File: config.mk
export PLATFORM = sky130hd
export DESIGN_NAME = mem_req_arbiter_flat
export DESIGN_NICKNAME = d
export VERILOG_FILES = /design/src/rtl/mem_req_arbiter_if.sv /design/src/rtl/mem_req_arbiter.sv /design/src/flat_wrapper.sv
export SDC_FILE = /design/constraint.sdc
export NUM_CORES = 1
export LEC_CHECK = 0
export ABC_CLOCK_PERIOD_IN_PS = 5300
export CAP_MARGIN = 20
export CORE_AREA = 5 5 118 120
export DETAILED_ROUTE_END_ITERATION = 7
export DIE_AREA = 0 0 123 125
export GPL_TIMING_DRIVEN = 0
export PLACE_DENSITY_LB_ADDON = 0.12
export SYNTH_ARGS = -nofsm -noshare
export SYNTH_HDL_FRONTEND = slang
export SYNTH_SLANG_ARGS = --single-unit
File: constraint.sdc
create_clock -name clk -period 5.3 [get_ports clk]
set_clock_uncertainty 0.2 [all_clocks]
set_input_delay 0.53 -clock clk [delete_from_list [all_inputs] [get_ports clk]]
set_output_delay 0.53 -clock clk [all_outputs]
set_load 0.05 [all_outputs]
File: src/rtl/mem_req_arbiter_if.sv
// Bus bundle for mem_req_arbiter: both core request ports and the single
// downstream dcache_mem_* port.
//   m0_* / m1_*  : core request (addr, wdata, be, we, req) and response
//                  (rdata, ready)
//   mem_*        : merged request toward memory (addr, wdata, be, we, req)
//                  and its response (rdata, ready)
// Modports:
//   slave  - the arbiter: consumes core requests and memory responses,
//            produces core responses and the memory request
//   master - the environment (cores + memory), the mirror image
interface mem_req_arbiter_if #(
  parameter int ADDR_WIDTH = 32,
  parameter int DATA_WIDTH = 32
);
  logic [ADDR_WIDTH-1:0]   m0_addr;
  logic [DATA_WIDTH-1:0]   m0_wdata;
  logic [DATA_WIDTH/8-1:0] m0_be;
  logic                    m0_we;
  logic                    m0_req;
  logic [DATA_WIDTH-1:0]   m0_rdata;
  logic                    m0_ready;

  logic [ADDR_WIDTH-1:0]   m1_addr;
  logic [DATA_WIDTH-1:0]   m1_wdata;
  logic [DATA_WIDTH/8-1:0] m1_be;
  logic                    m1_we;
  logic                    m1_req;
  logic [DATA_WIDTH-1:0]   m1_rdata;
  logic                    m1_ready;

  logic [ADDR_WIDTH-1:0]   mem_addr;
  logic [DATA_WIDTH-1:0]   mem_wdata;
  logic [DATA_WIDTH/8-1:0] mem_be;
  logic                    mem_we;
  logic                    mem_req;
  logic [DATA_WIDTH-1:0]   mem_rdata;
  logic                    mem_ready;

  modport slave (
    input  m0_addr, m0_wdata, m0_be, m0_we, m0_req,
    input  m1_addr, m1_wdata, m1_be, m1_we, m1_req,
    input  mem_rdata, mem_ready,
    output m0_rdata, m0_ready, m1_rdata, m1_ready,
    output mem_addr, mem_wdata, mem_be, mem_we, mem_req
  );

  modport master (
    output m0_addr, m0_wdata, m0_be, m0_we, m0_req,
    output m1_addr, m1_wdata, m1_be, m1_we, m1_req,
    output mem_rdata, mem_ready,
    input  m0_rdata, m0_ready, m1_rdata, m1_ready,
    input  mem_addr, mem_wdata, mem_be, mem_we, mem_req
  );
endinterface

File: src/rtl/mem_req_arbiter.sv
// Two-master round-robin arbiter in front of the D-cache memory port.
// A winning request is latched and held on mem_* until the memory's
// one-cycle ready pulse, which is routed back to the winner only.
// mem_req drops for the DONE cycle between transactions.
// Ports:
//   clk  - system clock, all state on posedge
//   rst  - asynchronous active-high reset
//   bus  - mem_req_arbiter_if.slave (core request/response ports and the
//          merged memory port)
module mem_req_arbiter #(
  parameter int ADDR_WIDTH = 32,
  parameter int DATA_WIDTH = 32
) (
  input logic              clk,
  input logic              rst,
  mem_req_arbiter_if.slave bus
);
  typedef enum logic [1:0] {IDLE, BUSY, DONE} state_t;

  state_t                  state;
  logic                    grant;
  logic                    last_grant;
  logic [ADDR_WIDTH-1:0]   addr_q;
  logic [DATA_WIDTH-1:0]   wdata_q;
  logic [DATA_WIDTH/8-1:0] be_q;
  logic                    we_q;

  logic                    pick_m1;
  logic                    busy;

  // Under contention the master that did not win last time goes next.
  always_comb begin
    pick_m1 = 1'b0;
    if (bus.m0_req && bus.m1_req) pick_m1 = ~last_grant;
    else                          pick_m1 = bus.m1_req;
  end

  always_ff @(posedge clk or posedge rst) begin
    if (rst) begin
      state      <= IDLE;
      grant      <= 1'b0;
      last_grant <= 1'b1;
      addr_q     <= '0;
      wdata_q    <= '0;
      be_q       <= '0;
      we_q       <= 1'b0;
    end else begin
      case (state)
        IDLE: begin
          if (bus.m0_req || bus.m1_req) begin
            grant      <= pick_m1;
            last_grant <= pick_m1;
            addr_q     <= pick_m1 ? bus.m1_addr  : bus.m0_addr;
            wdata_q    <= pick_m1 ? bus.m1_wdata : bus.m0_wdata;
            be_q       <= pick_m1 ? bus.m1_be    : bus.m0_be;
            we_q       <= pick_m1 ? bus.m1_we    : bus.m0_we;
            state      <= BUSY;
          end
        end
        BUSY: begin
          if (bus.mem_ready) state <= DONE;
        end
        DONE: begin
          state <= IDLE;
        end
        default: begin
          state <= IDLE;
        end
      endcase
    end
  end

  assign busy = (state == BUSY);

  // Memory-side fields are forced to zero outside BUSY so nothing stale
  // (in particular a write enable) can leak onto the port.
  assign bus.mem_req   = busy;
  assign bus.mem_addr  = busy ? addr_q  : '0;
  assign bus.mem_wdata = busy ? wdata_q : '0;
  assign bus.mem_be    = busy ? be_q    : '0;
  assign bus.mem_we    = busy & we_q;

  // Ready is combinational from mem_ready, qualified by BUSY so a stray
  // pulse in any other state is ignored.
  assign bus.m0_ready = busy & bus.mem_ready & ~grant;
  assign bus.m1_ready = busy & bus.mem_ready &  grant;

  assign bus.m0_rdata = bus.mem_rdata;
  assign bus.m1_rdata = bus.mem_rdata;
endmodule
File: src/flat_wrapper.sv
// flat-port wrapper written by rule: the top's interface ports become plain ports
module mem_req_arbiter_flat 
#(
  parameter int ADDR_WIDTH = 32,
  parameter int DATA_WIDTH = 32
)
  (clk, rst, bus_m0_addr, bus_m0_wdata, bus_m0_be, bus_m0_we, bus_m0_req, bus_m1_addr, bus_m1_wdata, bus_m1_be, bus_m1_we, bus_m1_req, bus_mem_rdata, bus_mem_ready, bus_m0_rdata, bus_m0_ready, bus_m1_rdata, bus_m1_ready, bus_mem_addr, bus_mem_wdata, bus_mem_be, bus_mem_we, bus_mem_req);
  mem_req_arbiter_if #(.ADDR_WIDTH(ADDR_WIDTH), .DATA_WIDTH(DATA_WIDTH)) bus_i ();
  input logic clk;
  input logic rst;
  input wire logic [$bits(bus_i.m0_addr)-1:0] bus_m0_addr;
  input wire logic [$bits(bus_i.m0_wdata)-1:0] bus_m0_wdata;
  input wire logic [$bits(bus_i.m0_be)-1:0] bus_m0_be;
  input wire logic [$bits(bus_i.m0_we)-1:0] bus_m0_we;
  input wire logic [$bits(bus_i.m0_req)-1:0] bus_m0_req;
  input wire logic [$bits(bus_i.m1_addr)-1:0] bus_m1_addr;
  input wire logic [$bits(bus_i.m1_wdata)-1:0] bus_m1_wdata;
  input wire logic [$bits(bus_i.m1_be)-1:0] bus_m1_be;
  input wire logic [$bits(bus_i.m1_we)-1:0] bus_m1_we;
  input wire logic [$bits(bus_i.m1_req)-1:0] bus_m1_req;
  input wire logic [$bits(bus_i.mem_rdata)-1:0] bus_mem_rdata;
  input wire logic [$bits(bus_i.mem_ready)-1:0] bus_mem_ready;
  output wire logic [$bits(bus_i.m0_rdata)-1:0] bus_m0_rdata;
  output wire logic [$bits(bus_i.m0_ready)-1:0] bus_m0_ready;
  output wire logic [$bits(bus_i.m1_rdata)-1:0] bus_m1_rdata;
  output wire logic [$bits(bus_i.m1_ready)-1:0] bus_m1_ready;
  output wire logic [$bits(bus_i.mem_addr)-1:0] bus_mem_addr;
  output wire logic [$bits(bus_i.mem_wdata)-1:0] bus_mem_wdata;
  output wire logic [$bits(bus_i.mem_be)-1:0] bus_mem_be;
  output wire logic [$bits(bus_i.mem_we)-1:0] bus_mem_we;
  output wire logic [$bits(bus_i.mem_req)-1:0] bus_mem_req;
  assign bus_i.m0_addr = bus_m0_addr;
  assign bus_i.m0_wdata = bus_m0_wdata;
  assign bus_i.m0_be = bus_m0_be;
  assign bus_i.m0_we = bus_m0_we;
  assign bus_i.m0_req = bus_m0_req;
  assign bus_i.m1_addr = bus_m1_addr;
  assign bus_i.m1_wdata = bus_m1_wdata;
  assign bus_i.m1_be = bus_m1_be;
  assign bus_i.m1_we = bus_m1_we;
  assign bus_i.m1_req = bus_m1_req;
  assign bus_i.mem_rdata = bus_mem_rdata;
  assign bus_i.mem_ready = bus_mem_ready;
  assign bus_m0_rdata = bus_i.m0_rdata;
  assign bus_m0_ready = bus_i.m0_ready;
  assign bus_m1_rdata = bus_i.m1_rdata;
  assign bus_m1_ready = bus_i.m1_ready;
  assign bus_mem_addr = bus_i.mem_addr;
  assign bus_mem_wdata = bus_i.mem_wdata;
  assign bus_mem_be = bus_i.mem_be;
  assign bus_mem_we = bus_i.mem_we;
  assign bus_mem_req = bus_i.mem_req;
  mem_req_arbiter #(.ADDR_WIDTH(ADDR_WIDTH), .DATA_WIDTH(DATA_WIDTH)) u_core (.clk(clk), .rst(rst), .bus(bus_i));
endmodule
== Word-level counts from Yosys, hierarchy flattened ==
Cells that the tools add are included.

* Bitwise logic cells: 6
* Equal/unequal tests: 3
* Mux-type cells: 11
* Reductions and logical operators: 5

{| class="wikitable"
|+ Operators by type and width
! operator !! count
|-
| two-way mux 32 bit || 4
|-
| two-way mux 4 bit || 2
|-
| AND 1 bit || 4
|-
| two-way mux 2 bit || 2
|-
| case mux 2 bit (2 select lines) || 1
|-
| AND reduction 2 bit || 2
|-
| equality test 2 x 1 -> 1 bit (second input constant) || 1
|-
| zero test 2 bit || 1
|-
| two-way mux 1 bit || 2
|-
| != test 2 x 1 -> 1 bit (second input constant) || 1
|-
| != test 2 bit (second input constant) || 1
|-
| NOT 1 bit || 2
|-
| logical AND 1 bit || 1
|-
| logical OR 1 bit || 1
|}

* Register bits after elaboration: 73
* Input bits: 175
* Output and inout port bits: 136

== Logic depth before layout (Yosys ltp) ==
* Depth in word-level cells: 3
* Gate-level depth with buffers: 6

== Least setup slack after synthesis ==
No wires, ideal clock.

* Path type: register to output
* Start point: register u_core.state[1]
* End point: output port bus_mem_addr[22]
* Slack: 2.741 ns
* Required time: 4.570 ns
* Arrival: 1.829 ns
* Cell stages (with the launch flop): 5
* Cells stage by stage: dfrtp_1 -> nor2b_1 -> clkbuf_1 -> clkbuf_1 -> and2_1

* Cells in the longest elaborated chain, start to end: 2

{| class="wikitable"
|+ RTL lines
! element !! line !! text
|-
| start, declared || mem_req_arbiter.sv:20 || <nowiki>state_t state;</nowiki>
|-
| start signal, assigned || mem_req_arbiter.sv:40 || <nowiki>state <= IDLE;</nowiki>
|-
| start signal, assigned || mem_req_arbiter.sv:57 || <nowiki>state <= BUSY;</nowiki>
|-
| start signal, assigned || mem_req_arbiter.sv:61 || <nowiki>if (bus.mem_ready) state <= DONE;</nowiki>
|-
| equality test 2 x 1 -> 1 bit || mem_req_arbiter.sv:73 || <nowiki>assign busy = (state == BUSY);</nowiki>
|-
| named net bus_mem_req || flat_wrapper.sv:31 || <nowiki>output wire logic [$bits(bus_i.mem_req)-1:0] bus_mem_req;</nowiki>
|-
| two-way mux 32 bit || mem_req_arbiter.sv:78 || <nowiki>assign bus.mem_addr = busy ? addr_q : '0;</nowiki>
|-
| end, declared || flat_wrapper.sv:27 || <nowiki>output wire logic [$bits(bus_i.mem_addr)-1:0] bus_mem_addr;</nowiki>
|}

The timed path passes the listed nets, and every way through them passes these cells.

== Final worst setup path ==
* Start point: register u_core.state[1]
* End point: output port bus_mem_wdata[0]

* Cells in the longest elaborated chain, start to end: 2

{| class="wikitable"
|+ RTL lines
! element !! line !! text
|-
| equality test 2 x 1 -> 1 bit || mem_req_arbiter.sv:73 ||
|-
| two-way mux 32 bit || mem_req_arbiter.sv:79 || <nowiki>assign bus.mem_wdata = busy ? wdata_q : '0;</nowiki>
|-
| end, declared || flat_wrapper.sv:28 || <nowiki>output wire logic [$bits(bus_i.mem_wdata)-1:0] bus_mem_wdata;</nowiki>
|}

No other way between the ends.

==> results.md <==
- For this design the total switching power over the nets is 1.908 mW.
- In this run, post-CTS repair resized a total of 0 instances.
- The final max-slew violation count is 0.
- The number of hold violations in the final report was 0.
- In this run the worst hold path is classified as input port to async pin.
- The design area is 7924 um2.
- The count of buffers inserted at the top-level ports is 278.
- The I/O pin total is 311.
- For this run, the total global-route usage over all layers was measured as 0.1778.
- Of the synthesized area, sequential elements account for 0.3982.
- The root buffer cell is sky130_fd_sc_hd__clkbuf_16.
- Setup repair after global routing left no endpoint under its margin.
- The net count of the finished layout is 845.
- Clock-pin slew was measured on the worst setup and hold paths at 0.05 ns.
- The initial antenna violation count is 0.
- The flow ran to the end, and the final reports show no timing, DRC or antenna violations.
- The analysis attributes to cell leakage a power of 3.330 nW.
- The number of iterations in the first detailed-routing pass is 2.
- The overall overflow remaining after global route is 0.
- The flip-flop and latch count after synthesis is 73.
- The number of global-route vias before repair was 4,090.
- The pin count of the biggest net entering global routing is 58.
- The largest fanout on the critical path is 10.
- The post-CTS repair timing setup buffer count is 0.
- The fraction of synthesis flops using an asynchronous set or reset pin is 1.000.
- By area the synthesized netlist is led by sky130_fd_sc_hd__dfrtp_1 (39%), sky130_fd_sc_hd__mux2_2 (29%), sky130_fd_sc_hd__buf_4 (10%).
- The critical path is of the register to output pin type.
- The post-detailed-placement half-perimeter wirelength is 11.55 mm.
- The worst setup path is captured at an output pin.
- TritonCTS built the clock tree.
- For the pin with the worst max-slew slack, the measured transition is 0.6557 ns.
- The final critical delay including setup and external delays is 3.358 ns.
- The share of total power dissipated in sequential elements is 0.225.
- For this block, the routed nets add up to 13.88 mm of wire.
- The layout filler cell count is 1,112.
- Compared with the post-synthesis result, the final layout area differs by 72.61%.
- The number of max-cap violations is 0.
- The source-to-sink clock delay at the later pin of the worst-skew pair is 0.32 ns.
- The worst hold slack across all endpoints is 0.2877 ns.
- After layout, the design draws a total of 4.307 mW.
- The final non-filler cell total is 851.
- The number of distinct library cell variants in the gate-level netlist after synthesis is 18.
- The total of hold buffers inserted after clock tree synthesis is 0.
- The number of antenna diodes is 0.
- Once detail routing completed, the nets flagged for antenna violations numbered 0.
- In the synthesized netlist, the number of instances is 380.
- Headroom to the max-slew limit came out at 0.5605.
- The DRC violation total after the first TritonRoute iteration is 53.
- The ratio of routed vias to standard cells is 4.367.
- The cell with the most instances after synthesis is sky130_fd_sc_hd__mux2_2.
- In this run the cell area of the synthesized design comes to 4591 um2.
- In this run the cell area measured after placement is 7624 um2.
- Among all flip-flop cells after synthesis, the most frequent one is sky130_fd_sc_hd__dfrtp_1.
- Of the total power, the clock network draws 0.140.
- The data arrival time at the worst-slack endpoint is 2.63 ns.
- The die boundary height is 125 um.
- Of the cells placed in the final design, the portion with a size suffix greater than 1 is 0.3511.
- The largest voltage drop on the vdd net is 0.0002872 V.
- The proportion of netlist area held by the largest area contributor is 0.3925.
- sky130_fd_sc_hd__dfrtp_1 takes more of the synthesized area than any other cell.
- After routing, the total negative slack on setup checks comes to 0 ns.
- Once placement completed, the tool counted placed cells totaling 835.
- The core region is 12,870 um2.
- The first global-routing pass estimated 21.57 mm of wire.
- The average size of a mapped cell is 12.08 um2.
- The endpoint required time on the critical path is 4.57 ns.
- After synthesis, the most frequently instantiated cells are sky130_fd_sc_hd__mux2_2 (120), sky130_fd_sc_hd__dfrtp_1 (72), sky130_fd_sc_hd__and2_1 (70).
- The achievable clock frequency is 297.8 MHz.
- The row count is 42.
- Dividing the final minimum period by the clock period gives 0.6336.
- The number of synthesized flops with an enable pin is 0.
- In this run, CTS created clock tree buffers numbering 9.
- For this run, design rule violations remaining after detail routing come to 0.
- The part of the power in combinational logic is 0.634.
- For this configuration, the core starts out at a cell density of 0.3566.
- Routability-driven placement finished with a final weighted congestion of 0.7182.
- Synthesis produced a netlist with a net count of 555.
- The Yosys step of the flow raised 0 warnings.
- The horizontal extent of the die is 123 um.
- STA classifies the critical path startpoint as a register.
- The full die area is 15,380 um2.
- The internal power is 2.399 mW.
- In this run the power density over the cells is 543.5 nW/um2.
- Of the total power, the share spent switching nets is 0.4430.
- The clock passes through at most 2 buffers.
- The total via count in the routed design is 3,716.
- The total of endpoints with negative setup slack in the final report is 0.
- The routed wirelength normalized by instance count is 16.31 um.
- The clock sink count is 73.
- The number of levels the H-tree was split into is 3.
==> worst paths after layout <==
check | slack [ns] | from | depth (start not counted) | end
hold / removal | 0.29 | rst | 2 | u_core.addr_q[22]
max in group asynchronous | 4.02 | rst | 3 | u_core.last_grant
hold reg to reg | 0.29 | u_core.addr_q[23] | 1 | u_core.addr_q[23]
setup reg to reg | 3.26 | u_core.state[0] | 3 | u_core.addr_q[1]
setup / recovery | 1.94 | u_core.state[1] | 5 | bus_mem_wdata[0]
min in group clk | 0.29 | u_core.addr_q[23] | 1 | u_core.addr_q[23]
==> critical path, stage by stage (launching register included) <==
cell,delay [ns]
sky130_fd_sc_hd__dfrtp_1,0.38
sky130_fd_sc_hd__nor2b_1,0.10
sky130_fd_sc_hd__clkbuf_1,0.42
sky130_fd_sc_hd__clkbuf_1,0.37
sky130_fd_sc_hd__and2_1,0.19
sky130_fd_sc_hd__clkdlybuf4s50_1,0.84
==> power groups by stage <==
stage	combinational [mW]	sequential [mW]	clock (mW)
floorplan	1.91	0.939	0
global placement	2.74	0.965	0
detailed placement	2.77	0.981	0
CTS	2.78	0.976	0.622
global route	2.89	1.01	0.642
finish	2.73	0.971	0.604
==> stage by stage <==
stage / worst slack [ns] / util
6_report: 1.942 / 0.6155
3_3_place_gp: 1.416 / 0.5898
5_1_grt: 1.678 / 0.6155
2_1_floorplan: 2.718 / -
3_5_place_dp: 2.221 / 0.5921
4_1_cts: 1.859 / 0.6155
==> flip-flops by register name, indices dropped and copies added, names as in the netlist <==
name and flops:
u_core.wdata_q 32, u_core.last_grant 1, u_core.we_q 1, u_core.addr_q 32, u_core.be_q 4, u_core.state 2
u_core.grant 1
==> placed cells by master (no fill, tap or decap), drive strengths merged <==
cell type        n
a21boi           1
clkdlybuf4s50  278
nor2b            2
clkbuf          21
and2            70
mux2           140
a21bo            1
clkinv           2
nor2             1
dfstp            1
dfrtp           72
bufinv           1
inv              2
buf             80
nor3             1
a21o             1
and3             1
==> routing by layer <==
metal / vias up / share of wire / GRT usage
met5: - / 0 / 0
met4: 0 / 0.016 / 0.05016
met3: 16 / 0.10 / 0.06052
met2: 159 / 0.53 / 0.3307
met1: 1749 / 0.35 / 0.1876
li1: 1792 / - / -
==> logic make-up (layout without fill, tap and decap cells) <==
kind of cell,count (synthesis),in the layout,share of synthesized area
AO/OA/AOI/OAI,3,3,0.005452
flip-flops,73,73,0.3982
AND/OR/NAND/NOR,75,75,0.1025
multiplexers,140,140,0.3598
buffers and inverters,89,384,0.1341
==> final cells by class <==
type / count / area, um2 / share of cell area
Inverter: 2 / 10.01 / 0.001263
Clock buffer: 13 / 260.3 / 0.03284
Clock inverter: 3 / 40.04 / 0.005053
Buffer: 87 / 608.1 / 0.07674
Multi-Input combinational cell: 218 / 2147 / 0.2710
Timing Repair Buffer: 279 / 2810 / 0.3547
Tap cell: 176 / 220.2 / 0.02779
Sequential cell: 73 / 1828 / 0.2307
(Power assumes the default switching activity.)
